`src/rtl/rv_ctrl_pkg.sv`:
```
// Shared constants and types for the RV32I multi-cycle control path.
package rv_ctrl_pkg;

  // Major opcodes, instr[6:0]
  localparam logic [6:0] OP_R     = 7'b0110011;
  localparam logic [6:0] OP_I     = 7'b0010011;
  localparam logic [6:0] OP_L     = 7'b0000011;
  localparam logic [6:0] OP_S     = 7'b0100011;
  localparam logic [6:0] OP_B     = 7'b1100011;
  localparam logic [6:0] OP_JAL   = 7'b1101111;
  localparam logic [6:0] OP_JALR  = 7'b1100111;
  localparam logic [6:0] OP_LUI   = 7'b0110111;
  localparam logic [6:0] OP_AUIPC = 7'b0010111;

  typedef enum logic [2:0] {
    S_FETCH  = 3'd0,
    S_DECODE = 3'd1,
    S_EXEC   = 3'd2,
    S_MEM    = 3'd3,
    S_WB     = 3'd4,
    S_TRAP   = 3'd5
  } state_e;

  // pc_src select codes
  localparam logic [1:0] PC_PLUS4 = 2'd0;
  localparam logic [1:0] PC_IMM   = 2'd1;
  localparam logic [1:0] PC_JALR  = 2'd2;

  // trap_cause codes
  localparam logic [1:0] TC_NONE    = 2'd0;
  localparam logic [1:0] TC_ILLEGAL = 2'd1;
  localparam logic [1:0] TC_IMEM_TO = 2'd2;
  localparam logic [1:0] TC_DMEM_TO = 2'd3;

  // One-hot instruction class; all-zero means illegal / not yet decoded
  typedef struct packed {
    logic r;
    logic i;
    logic l;
    logic s;
    logic b;
    logic jal;
    logic jalr;
    logic lui;
    logic auipc;
  } op_class_t;

endpackage

```
`src/rtl/opcode_classify.sv`:
```
// Combinational opcode -> one-hot class decode with illegal flag.
module opcode_classify
  import rv_ctrl_pkg::*;
(
  input  logic [6:0] opcode,
  output op_class_t  cls,
  output logic       illegal
);

  // Exactly one class bit for a legal opcode, none otherwise
  always_comb begin
    cls = '0;
    case (opcode)
      OP_R:     cls.r     = 1'b1;
      OP_I:     cls.i     = 1'b1;
      OP_L:     cls.l     = 1'b1;
      OP_S:     cls.s     = 1'b1;
      OP_B:     cls.b     = 1'b1;
      OP_JAL:   cls.jal   = 1'b1;
      OP_JALR:  cls.jalr  = 1'b1;
      OP_LUI:   cls.lui   = 1'b1;
      OP_AUIPC: cls.auipc = 1'b1;
      default:  ;
    endcase
    illegal = (cls == '0);
  end

endmodule

```
`src/rtl/multicycle_ctrl.sv`:
```
// Multi-cycle RV32I control FSM: FETCH/DECODE/EXEC/MEM/WB with traps and
// a retired-instruction counter.
module multicycle_ctrl
  import rv_ctrl_pkg::*;
#(
  parameter int MEM_TIMEOUT = 255,
  parameter int TO_W        = 8
) (
  input  logic        clk,
  input  logic        rst_n,
  input  logic [6:0]  opcode,
  input  logic        branch_taken,
  input  logic        imem_ready,
  input  logic        dmem_ready,
  output logic        imem_req,
  output logic        ir_write,
  output logic        dmem_req,
  output logic        dmem_we,
  output logic        reg_write_en,
  output logic        pc_write,
  output logic [1:0]  pc_src,
  output logic [2:0]  state,
  output logic        trap,
  output logic [1:0]  trap_cause,
  output logic [31:0] instret
);

  localparam logic            TO_EN  = (MEM_TIMEOUT != 0);
  localparam logic [TO_W-1:0] TO_LIM = TO_W'((MEM_TIMEOUT == 0) ? 0 : MEM_TIMEOUT - 1);

  state_e          state_q, state_d;
  op_class_t       cls_q, cls_d, dec_cls;
  logic            dec_illegal;
  logic [TO_W-1:0] to_q, to_d;
  logic [1:0]      cause_q, cause_d;
  logic [31:0]     instret_q, instret_d;
  logic            retire;
  logic            to_hit;

  opcode_classify u_classify (
    .opcode  (opcode),
    .cls     (dec_cls),
    .illegal (dec_illegal)
  );

  assign to_hit     = TO_EN && (to_q == TO_LIM);
  assign state      = state_q;
  assign trap       = (state_q == S_TRAP);
  assign trap_cause = cause_q;
  assign instret    = instret_q;

  // Next state and strobes; everything is held low while rst_n is asserted so
  // an in-flight access is dropped the moment reset arrives.
  always_comb begin
    state_d      = state_q;
    cls_d        = cls_q;
    to_d         = '0;
    cause_d      = cause_q;
    retire       = 1'b0;
    imem_req     = 1'b0;
    ir_write     = 1'b0;
    dmem_req     = 1'b0;
    dmem_we      = 1'b0;
    reg_write_en = 1'b0;
    pc_write     = 1'b0;
    pc_src       = PC_PLUS4;
    if (rst_n) begin
      case (state_q)
        S_FETCH: begin
          imem_req = 1'b1;
          if (imem_ready) begin
            ir_write = 1'b1;
            state_d  = S_DECODE;
          end else if (to_hit) begin
            state_d = S_TRAP;
            cause_d = TC_IMEM_TO;
          end else begin
            to_d = to_q + 1'b1;
          end
        end
        S_DECODE: begin
          cls_d = dec_cls;
          if (dec_illegal) begin
            state_d = S_TRAP;
            cause_d = TC_ILLEGAL;
          end else begin
            state_d = S_EXEC;
          end
        end
        S_EXEC: begin
          if (cls_q.l || cls_q.s) begin
            state_d = S_MEM;
          end else if (cls_q.b) begin
            retire   = 1'b1;
            pc_write = 1'b1;
            pc_src   = branch_taken ? PC_IMM : PC_PLUS4;
            state_d  = S_FETCH;
          end else begin
            state_d = S_WB;
          end
        end
        S_MEM: begin
          dmem_req = 1'b1;
          dmem_we  = cls_q.s;
          if (dmem_ready) begin
            if (cls_q.s) begin
              retire   = 1'b1;
              pc_write = 1'b1;
              state_d  = S_FETCH;
            end else begin
              state_d = S_WB;
            end
          end else if (to_hit) begin
            state_d = S_TRAP;
            cause_d = TC_DMEM_TO;
          end else begin
            to_d = to_q + 1'b1;
          end
        end
        S_WB: begin
          retire       = 1'b1;
          reg_write_en = 1'b1;
          pc_write     = 1'b1;
          pc_src       = cls_q.jal ? PC_IMM : (cls_q.jalr ? PC_JALR : PC_PLUS4);
          state_d      = S_FETCH;
        end
        S_TRAP: ;
        default: state_d = S_FETCH;
      endcase
    end
  end

  // Retire counter wraps naturally at 2^32
  always_comb instret_d = instret_q + 32'(retire);

  // State, class, timeout, cause and retire-count registers
  always_ff @(posedge clk or negedge rst_n) begin
    if (!rst_n) begin
      state_q   <= S_FETCH;
      cls_q     <= '0;
      to_q      <= '0;
      cause_q   <= TC_NONE;
      instret_q <= '0;
    end else begin
      state_q   <= state_d;
      cls_q     <= cls_d;
      to_q      <= to_d;
      cause_q   <= cause_d;
      instret_q <= instret_d;
    end
  end

endmodule

```
`config.mk`:
```
export PLATFORM = sky130hd
export DESIGN_NAME = multicycle_ctrl
export DESIGN_NICKNAME = d
export VERILOG_FILES = /design/src/rtl/rv_ctrl_pkg.sv /design/src/rtl/opcode_classify.sv /design/src/rtl/multicycle_ctrl.sv
export SDC_FILE = /design/constraint.sdc
export NUM_CORES = 1
export LEC_CHECK = 0
export BUFFER_PORTS_ARGS = -buffer_cell sky130_fd_sc_hd__buf_4
export CAP_MARGIN = 10
export CORE_ASPECT_RATIO = 0.5
export CORE_MARGIN = 4
export CORE_UTILIZATION = 55
export CTS_CLUSTER_SIZE = 24
export DETAILED_ROUTE_END_ITERATION = 12
export MAX_ROUTING_LAYER = met4
export PLACE_DENSITY = 0.81
export SETUP_SLACK_MARGIN = 0.5
export SLEW_MARGIN = 0
export SYNTH_ARGS = -nofsm -noshare
export SYNTH_HDL_FRONTEND = slang
export SYNTH_SLANG_ARGS = --single-unit
```
`constraint.sdc`:
```
create_clock -name clk -period 6.4 [get_ports clk]
set_input_delay 0.64 -clock clk [delete_from_list [all_inputs] [get_ports clk]]
set_output_delay 0.64 -clock clk [all_outputs]
set_load 0.01 [all_outputs]
```
==> run summary, run 1 <==
The flow ran to the end, and the final reports show no timing, DRC or antenna violations. The number of warnings issued by yosys was 0. Setup repair after global routing left no endpoint under its margin. TritonCTS built the clock tree. Summed over all nets, the half-perimeter wirelength after detailed placement is 3811 um.

The number of antenna diodes in the final layout is 0. The run gives 114 as the number of DRC markers in iteration 0. STA classifies the critical path startpoint as a register.

The clock net in this run drives a total of 50 sinks. The power per standard cell area came out at 226.0 nW/um2. The row count came out at 17. Ranked by total cell area, the synthesized netlist is headed by sky130_fd_sc_hd__dfrtp_1 50%, sky130_fd_sc_hd__xnor2_1 7.7%, sky130_fd_sc_hd__xor2_1 4.9%.

The run gives 8901 um as the global-route wire length before repair. The routability congestion estimate from global placement was 0.8729; the area share of the largest cell type after synthesis was 49.70%. Once layout is done, the placed cells without fillers occupy 3087 um2. The logs give 3039 ps for the minimum setup slack after placement and 55 for the largest net degree at the start of global routing.

Root buffer cell: sky130_fd_sc_hd__clkbuf_8. The signal on the critical path passes through nor3b_1 > and3_1 > a31oi_1 > or3_1 > a21oi_1 > ha_1 > ha_1 > nand4_1 > nor4_2 > and4_4 > nand3_1 > xnor2_1. The fraction of registers with async set/reset works out to 100.0%. The tools report the net count reported at finish as 318. The cell family contributing the most delay on the critical path is simple AND/OR/NAND/NOR gates.

The tool flagged a number of max-cap violations equal to 0. The worst hold slack after final layout is 352.7 ps, and the worst stage delay on the critical path is 580 ps. For the initial antenna violation count, the log shows 0. The tightest min-delay check is of the in2async type. Counting every net in the synthesized netlist gives 258.

Buffers added to address setup during post-CTS repair amount to 0. The tools report the sequential cell fraction of total power as 52.7%. For the number of hold-slack violations in the final timing report, the log shows 0. The via count of the first global-routing pass is 1887, and the total CTS buffers is 5. 58 I/O pins were placed. The vias per cell is 5.581, and the number of synthesized register bits is 50.

The commonest cells after synthesis are 50 x sky130_fd_sc_hd__dfrtp_1, 24 x sky130_fd_sc_hd__nor2_1, 22 x sky130_fd_sc_hd__nand2_1, 22 x sky130_fd_sc_hd__xnor2_1, 17 x sky130_fd_sc_hd__nand3_1. The final critical path takes up 50.85% of the cycle. The tools report the number of design rule violations left after detail routing as 0.

The most numerous cell type found on the critical path is sky130_fd_sc_hd__ha_1. The horizontal extent of the die came out at 103.7 um. The combined global-route utilization of all metal layers is 19.24%, and the layout cell share with drive strength beyond 1 is 25.41%. Counting distinct cell types in the post-synthesis netlist gives 54. Input and output buffers added on the ports amount to 57.

The logs give 2992 um2 for the cell area after placement and 0 for the remaining number of nets flagged by the antenna check after routing. Headroom to the max-slew limit came out at 56.63%. The achievable clock frequency was 307.3 MHz. At the pin with the least slew margin, the transition time is 650.5 ps. The largest total area in the synthesized netlist belongs to sky130_fd_sc_hd__dfrtp_1. The cell count after synthesis came out at 242. Counting flops with a built-in enable in the synthesized netlist gives 0. For the total number of H-tree levels, the log shows 2. In this run the critical register-to-register path is launched from state[1]. Of all nets on the critical path, the largest fanout is 14. The logs give 0 ps for the final sum of negative setup slack and 4403 um2 for the placeable core region. The tools report the total overflow reported by the global router as 0. IR analysis of the VDD net gives a maximum drop of 0.0001099 V. Data on the critical path is required at its endpoint by 6590 ps.

In this run the vertical extent of the chip is 55.84 um. The final routed wire length divided by cell count is 14.17 um. The clock transition at the registers of the reported paths came out at 90 ps. For the max-slew violation count, the log shows 0. sky130_fd_sc_hd__dfrtp_1 is the most common cell in the netlist. The most used flip-flop cell after synthesis is sky130_fd_sc_hd__dfrtp_1. The worst clock skew on the final layout came out at 5.780 ps. In this run the deepest clock path goes through 2 buffers. The filler cells instantiated in the layout total 339.

The critical path contains buffers and inverters numbering 0 combined. The internal portion of the total power is 0.4904 mW. The average cell area after synthesis was 10.40 um2; the fraction of the yosys area taken by sequential cells was 49.70%.

The total setup violations reported at the end of the flow is 0. The critical path is of the reg2reg type. Wires add up to 5100 um. The final route contains 2009 vias. The data arrival time of the critical path is 3450 ps. The share of total power dissipated in the clock network is 27.4%. The final critical delay including setup and external delays is 3254 ps, and the minimum setup slack in the final design is 3146 ps.

Switching portion of total power: 29.69%. Netlist area before placement: 2517 um2. The core occupancy in the finished layout was 70.11%.

For the worst-skew pair, the clock arrives at the later sink with an insertion delay of 300 ps. Critical path startpoint: state[1]. The floorplan step defined a die boundary enclosing 5789 um2. Gates resized during post-CTS repair numbered 0. Of the total power, combinational logic draws 19.9%.

In this run the power spent charging and discharging nets is 0.2071 mW. For this configuration, the core starts out at a cell density of 57.18%. In this run the static leakage power is 1.491 nW. STA classifies the critical path endpoint as a register. The largest individual stage delay along the critical path comes from the cell sky130_fd_sc_hd__dfrtp_1. The layout overhead on the synthesized area is 22.61%, and the number of hold buffers added after CTS is 0. The iteration count of the initial detailed-routing pass was 4.
## final timing paths
kind / endpoint / slack, ps / cells after the start
min: instret[28] / 350 / 1
max reg2reg: instret[28] / 3150 / 12
min reg2reg: instret[31] / 480 / 1
max in group asynchronous: to_q[3] / 5610 / 1
min in group clk: instret[31] / 480 / 1
max: instret[28] / 3150 / 12
## worst reg2reg max path: cells and delay by family, from the launching register on
family / cells / cell delay, ps
AO/OA/AOI/OAI: 2 / 250
XOR/XNOR: 1 / 150
adder cells (fa/ha/maj): 2 / 460
flip-flops: 1 / 580
AND/OR/NAND/NOR: 7 / 1720
## routing by layer
metal,track usage [%],up-vias,wire length [um]
met5,-,-,0
met4,7.576,0,97
met3,3.940,10,239
met2,30.58,58,2454
met1,24.59,963,2309
li1,-,978,-
## power groups by stage
stage	Combinational, mW	Sequential (mW)	Clock (mW)
6_report	0.139	0.368	0.191
5_1_grt	0.152	0.372	0.211
4_1_cts	0.140	0.368	0.195
3_5_place_dp	0.141	0.373	0
3_3_place_gp	0.137	0.373	0
2_1_floorplan	0.0778	0.367	0
## cell families (layout without fill, tap and decap cells)
| logic type | Yosys count | in the layout | share of synthesized area (%) |
|---|---|---|---|
| fa+ha+maj | 4 | 4 | 1.988 |
| flops | 50 | 50 | 49.70 |
| xor+xnor | 36 | 36 | 12.52 |
| mux | 1 | 1 | 0.3976 |
| compound gates | 26 | 26 | 7.853 |
| simple gates | 113 | 113 | 25.35 |
| buf+inv | 12 | 73 | 2.187 |
## sequential cells by signal, summed over array words and instances, names as in the netlist
| signal | count |
|---|---|
| instret | 32 |
| cls_q | 5 |
| state | 3 |
| trap_cause | 2 |
| to_q | 8 |
## final cells by class
class / instances / area (um2) / share of cell area, %
timing repair buffer: 57 / 427.9 / 13.86
clock inverter: 2 / 12.51 / 0.4054
clock buffer: 6 / 82.58 / 2.675
sequential: 50 / 1251 / 40.54
inverter: 8 / 30.03 / 0.9728
tap: 57 / 71.32 / 2.310
multi-input combinational: 180 / 1211 / 39.24
## cell usage in the layout, fill, tap and decap left out, types with 2 or more instances in the layout
cell type and count:
sky130_fd_sc_hd__a211oi_1 2, sky130_fd_sc_hd__a21oi_1 2, sky130_fd_sc_hd__a221oi_1 2, sky130_fd_sc_hd__and2b_1 2
sky130_fd_sc_hd__and3_1 8, sky130_fd_sc_hd__and4_1 2, sky130_fd_sc_hd__buf_4 57, sky130_fd_sc_hd__clkbuf_8 6
sky130_fd_sc_hd__dfrtp_1 50, sky130_fd_sc_hd__ha_1 4, sky130_fd_sc_hd__inv_1 8, sky130_fd_sc_hd__nand2_1 22
sky130_fd_sc_hd__nand2b_1 5, sky130_fd_sc_hd__nand3_1 17, sky130_fd_sc_hd__nand3_2 4, sky130_fd_sc_hd__nand3b_1 2
sky130_fd_sc_hd__nand4_1 4, sky130_fd_sc_hd__nor2_1 24, sky130_fd_sc_hd__nor3_1 5, sky130_fd_sc_hd__nor4_1 2
sky130_fd_sc_hd__o21ai_1 3, sky130_fd_sc_hd__o31ai_1 2, sky130_fd_sc_hd__or3_1 4, sky130_fd_sc_hd__xnor2_1 22
sky130_fd_sc_hd__xor2_1 14
## through the flow
step	std cells	total power, mW
3_5_place_dp	352	0.5140
2_1_floorplan	242	0.4451
4_1_cts	360	0.7028
3_3_place_gp	352	0.5110
6_report	360	0.6976
5_1_grt	360	0.7354
No activity file was read; power rests on OpenSTA's default activity.
==> inputs of run 2 (changes only) <==
--- a/config.mk
+++ b/config.mk
@@ -9,11 +9,11 @@
 export CAP_MARGIN = 10
 export CORE_ASPECT_RATIO = 0.5
 export CORE_MARGIN = 4
-export CORE_UTILIZATION = 55
+export CORE_UTILIZATION = 48
 export CTS_CLUSTER_SIZE = 24
 export DETAILED_ROUTE_END_ITERATION = 12
 export MAX_ROUTING_LAYER = met4
-export PLACE_DENSITY = 0.81
+export PLACE_DENSITY = 0.75
 export SETUP_SLACK_MARGIN = 0.5
 export SLEW_MARGIN = 0
 export SYNTH_ARGS = -nofsm -noshare
==> constraint.sdc (replaced) <==
create_clock -name clk -period 2.8 [get_ports clk]
set_input_delay 0.28 -clock clk [delete_from_list [all_inputs] [get_ports clk]]
set_output_delay 0.28 -clock clk [all_outputs]
set_load 0.01 [all_outputs]
==> run 2 against run 1 <==
Net effect:
- clock-buffer cell count is 1 lower
- sequential power is 120% higher
- routed wire length is 17% higher
- clock skew is 4.6 ps higher
- final cell count is 9.4% higher
- global-route usage is 0.44 points lower
- sequential share of layout area is 4.3 points lower
- largest cell class is now multi-input gates
==> run summary, run 2 (synthesis results as in run 1) <==
The run finished with clean final reports. Remaining number of nets flagged by the antenna check after routing: 0 (unchanged). The highest net fanout along the worst path is 5 (was 14).

The tools report the max-slew violation count as 0 (unchanged). The global-route wire length before repair came out at 9742 um (was 8901 um). For the achievable clock frequency, the log shows 366.2 MHz (was 307.3 MHz). The detailed placer's ending HPWL was 4022 um (was 3811 um). The tools report the type of destination of the critical path as a register (unchanged). The total overflow reported by the global router is 0 (unchanged), and the final routed wire length divided by cell count is 15.13 um (was 14.17 um). The most congested layer reported by global routing is met2 (unchanged).

Setup repair after global routing could not meet its margin everywhere. The path type of the worst setup path is reg2reg (unchanged). Vias per cell: 5.376 (was 5.581). The met3 usage in global routing is 4.587% (was 3.940%), and the number of hold buffers added after CTS is 0 (unchanged).

The worst clock skew on the final layout is 10.36 ps (was 5.780 ps), and the layout cell share with drive strength beyond 1 is 39.20% (was 25.41%). For the routability congestion estimate from global placement, the log shows 0.8841 (was 0.8729). The post-route clock period utilization is 97.53% (was 50.85%). The minimum setup slack in the final design is 69.14 ps (was 3146 ps), and the iteration count of the initial detailed-routing pass is 5 (was 4).

The antenna diode count is 0 (unchanged). The class of the tightest hold or removal check was in2async (unchanged). The placeable core region was 5000 um2 (was 4403 um2); the total number of H-tree levels was 2 (unchanged). The overall die height was 59.21 um (was 55.84 um). The transition at the pin with the smallest max-transition slack came out at 650.3 ps (was 650.5 ps).

The total setup violations reported at the end of the flow was 0 (unchanged). The largest vdd supply drop is 0.0002730 V (was 0.0001099 V). The logs give 50 (unchanged) for the clock sink count and 23.45% (was 24.59%) for the met1 global-route usage.

The number of hold-slack violations in the final timing report is 0 (unchanged). The data arrival time of the critical path was 2920 ps (was 3450 ps); the final standard cell count with taps included and fillers excluded was 394 (was 360). The total CTS buffers is 5 (unchanged). The type of element launching the critical path is a register (unchanged). The run gives 58 (unchanged) as the I/O pin total. The final sum of negative setup slack is 0 ps (unchanged). The clock transition at the registers of the reported paths came out at 100 ps (was 90 ps). The number of flip-flops under the largest register name is 32 (unchanged). TritonCTS built the clock tree. The run gives 2080 (was 1887) as the via count of the first global-routing pass. For the combined global-route utilization of all metal layers, the log shows 18.79% (was 19.24%).

The logs give 3102 um2 (was 2992 um2) for the cell area after placement and 0 (unchanged) for the initial antenna violation count. The tools report the total number of vias as 2118 (was 2009). The horizontal extent of the die was 110.4 um (was 103.7 um). The tools report the net count reported at finish as 340 (was 318). The number of design rule violations left after detail routing was 0 (unchanged). The tools report the finished layout cell area as 3462 um2 (was 3087 um2).

The minimum setup slack after placement was 35.37 ps (was 3039 ps). The placed cell count is 374 (was 352), and the number of fillers in the final layout is 386 (was 339). For the largest net degree at the start of global routing, the log shows 53 (was 55). For the number of max-capacitance violations reported, the log shows 0 (unchanged). The aggregate routed wire length came out at 5961 um (was 5100 um). Most common library cell in the layout ignoring fill and taps: sky130_fd_sc_hd__buf_4 (unchanged).

The logs give 6538 um2 (was 5789 um2) for the area of the die and 2990 ps (was 6590 ps) for the data required time at the worst endpoint. The number of DRC markers in iteration 0 is 65 (was 114), and the row count is 18 (was 17). The root buffer cell was sky130_fd_sc_hd__clkbuf_8 (unchanged). The logs give 56.65% (was 56.63%) for the worst slew margin relative to its limit and 31.29% (was 30.58%) for the fraction of met2 tracks used by global routing.

The final critical delay including setup and external delays is 2731 ps (was 3254 ps). The power per standard cell area was 469.7 nW/um2 (was 226.0 nW/um2); the total leakage power was 1.684 nW (was 1.491 nW). The layout overhead on the synthesized area is 37.52% (was 22.61%), and the maximum clock path buffer count is 2 (unchanged). The clock network latency to the later pin of the worst-skew pair was 310 ps (was 300 ps); the count of input and output buffers was 57 (unchanged). Most frequent cells in the layout: 68 x sky130_fd_sc_hd__buf_4, 48 x sky130_fd_sc_hd__dfrtp_1, 19 x sky130_fd_sc_hd__nor2_1 (was 57 x sky130_fd_sc_hd__buf_4, 50 x sky130_fd_sc_hd__dfrtp_1, 24 x sky130_fd_sc_hd__nor2_1). The run gives 50.35% (was 57.18%) as the starting utilization of the core area. Setup slack of the worst register-to-register path: 70 ps (was 3150 ps).
run 2: through the flow:
stage	power, mW	hold slack, ps	utilization, %
4_1_cts	1.626	142.7	66.42
6_report	1.626	114.6	69.24
3_3_place_gp	1.200	461.2	62.04
2_1_floorplan	1.027	-15.59	-
5_1_grt	1.718	173.6	69.24
3_5_place_dp	1.207	464.2	62.04
run 2: report_power, final:
part / leakage [nW] / switching (mW) / internal (mW)
registers: 0.678 / 0.0443 / 0.768
clock network: 0.0444 / 0.248 / 0.173
logic: 0.961 / 0.207 / 0.185
total: 1.68 / 0.499 / 1.13
run 2: metal layers:
metal	part of all wire, %	up-vias	wire length, um
met3	4.3	10	258
li1	-	1017	-
met2	50	45	2978
met5	0	-	0
met4	1.3	0	78
met1	44	1046	2646
run 2: path summary, 6_finish.rpt:
check / endpoint / startpoint / cells past startpoint
max reg2reg: instret[21] / state[2] / 12
max: instret[21] / state[2] / 12
max in group asynchronous: state[2] / rst_n / 2
min: instret[26] / rst_n / 2
min in group clk: cls_q[2] / opcode[3] / 2
min reg2reg: instret[31] / instret[31] / 1
run 2: area by class of cell:
class                   instances  area [um2]  share of cell area [%]
clock buffers                   5       68.82                   1.988
flip-flops and latches         50        1254                   36.21
repair buffers                 79       634.4                   18.32
well taps                      70       87.58                   2.530
multi-input cells             180        1374                   39.68
inverters                       8       30.03                  0.8674
clock inverters                 2       13.76                  0.3975
run 2: what timing repair did:
item,CTS,global route
endpoints found under the setup margin,23,28
pin swaps,11,6
buffers inserted,10,3
resized for setup,17,25
run 2: worst max-delay path, stage by stage (launching register included):
cell	delay [ps]
sky130_fd_sc_hd__dfrtp_2	410
sky130_fd_sc_hd__nor3b_2	200
sky130_fd_sc_hd__and3_1	200
sky130_fd_sc_hd__a31oi_1	40
sky130_fd_sc_hd__or3_1	320
sky130_fd_sc_hd__a21oi_2	170
sky130_fd_sc_hd__ha_2	230
sky130_fd_sc_hd__buf_4	110
sky130_fd_sc_hd__nand3_2	90
sky130_fd_sc_hd__or3_4	400
sky130_fd_sc_hd__nor2_4	200
sky130_fd_sc_hd__nand3_2	100
sky130_fd_sc_hd__xnor2_1	140
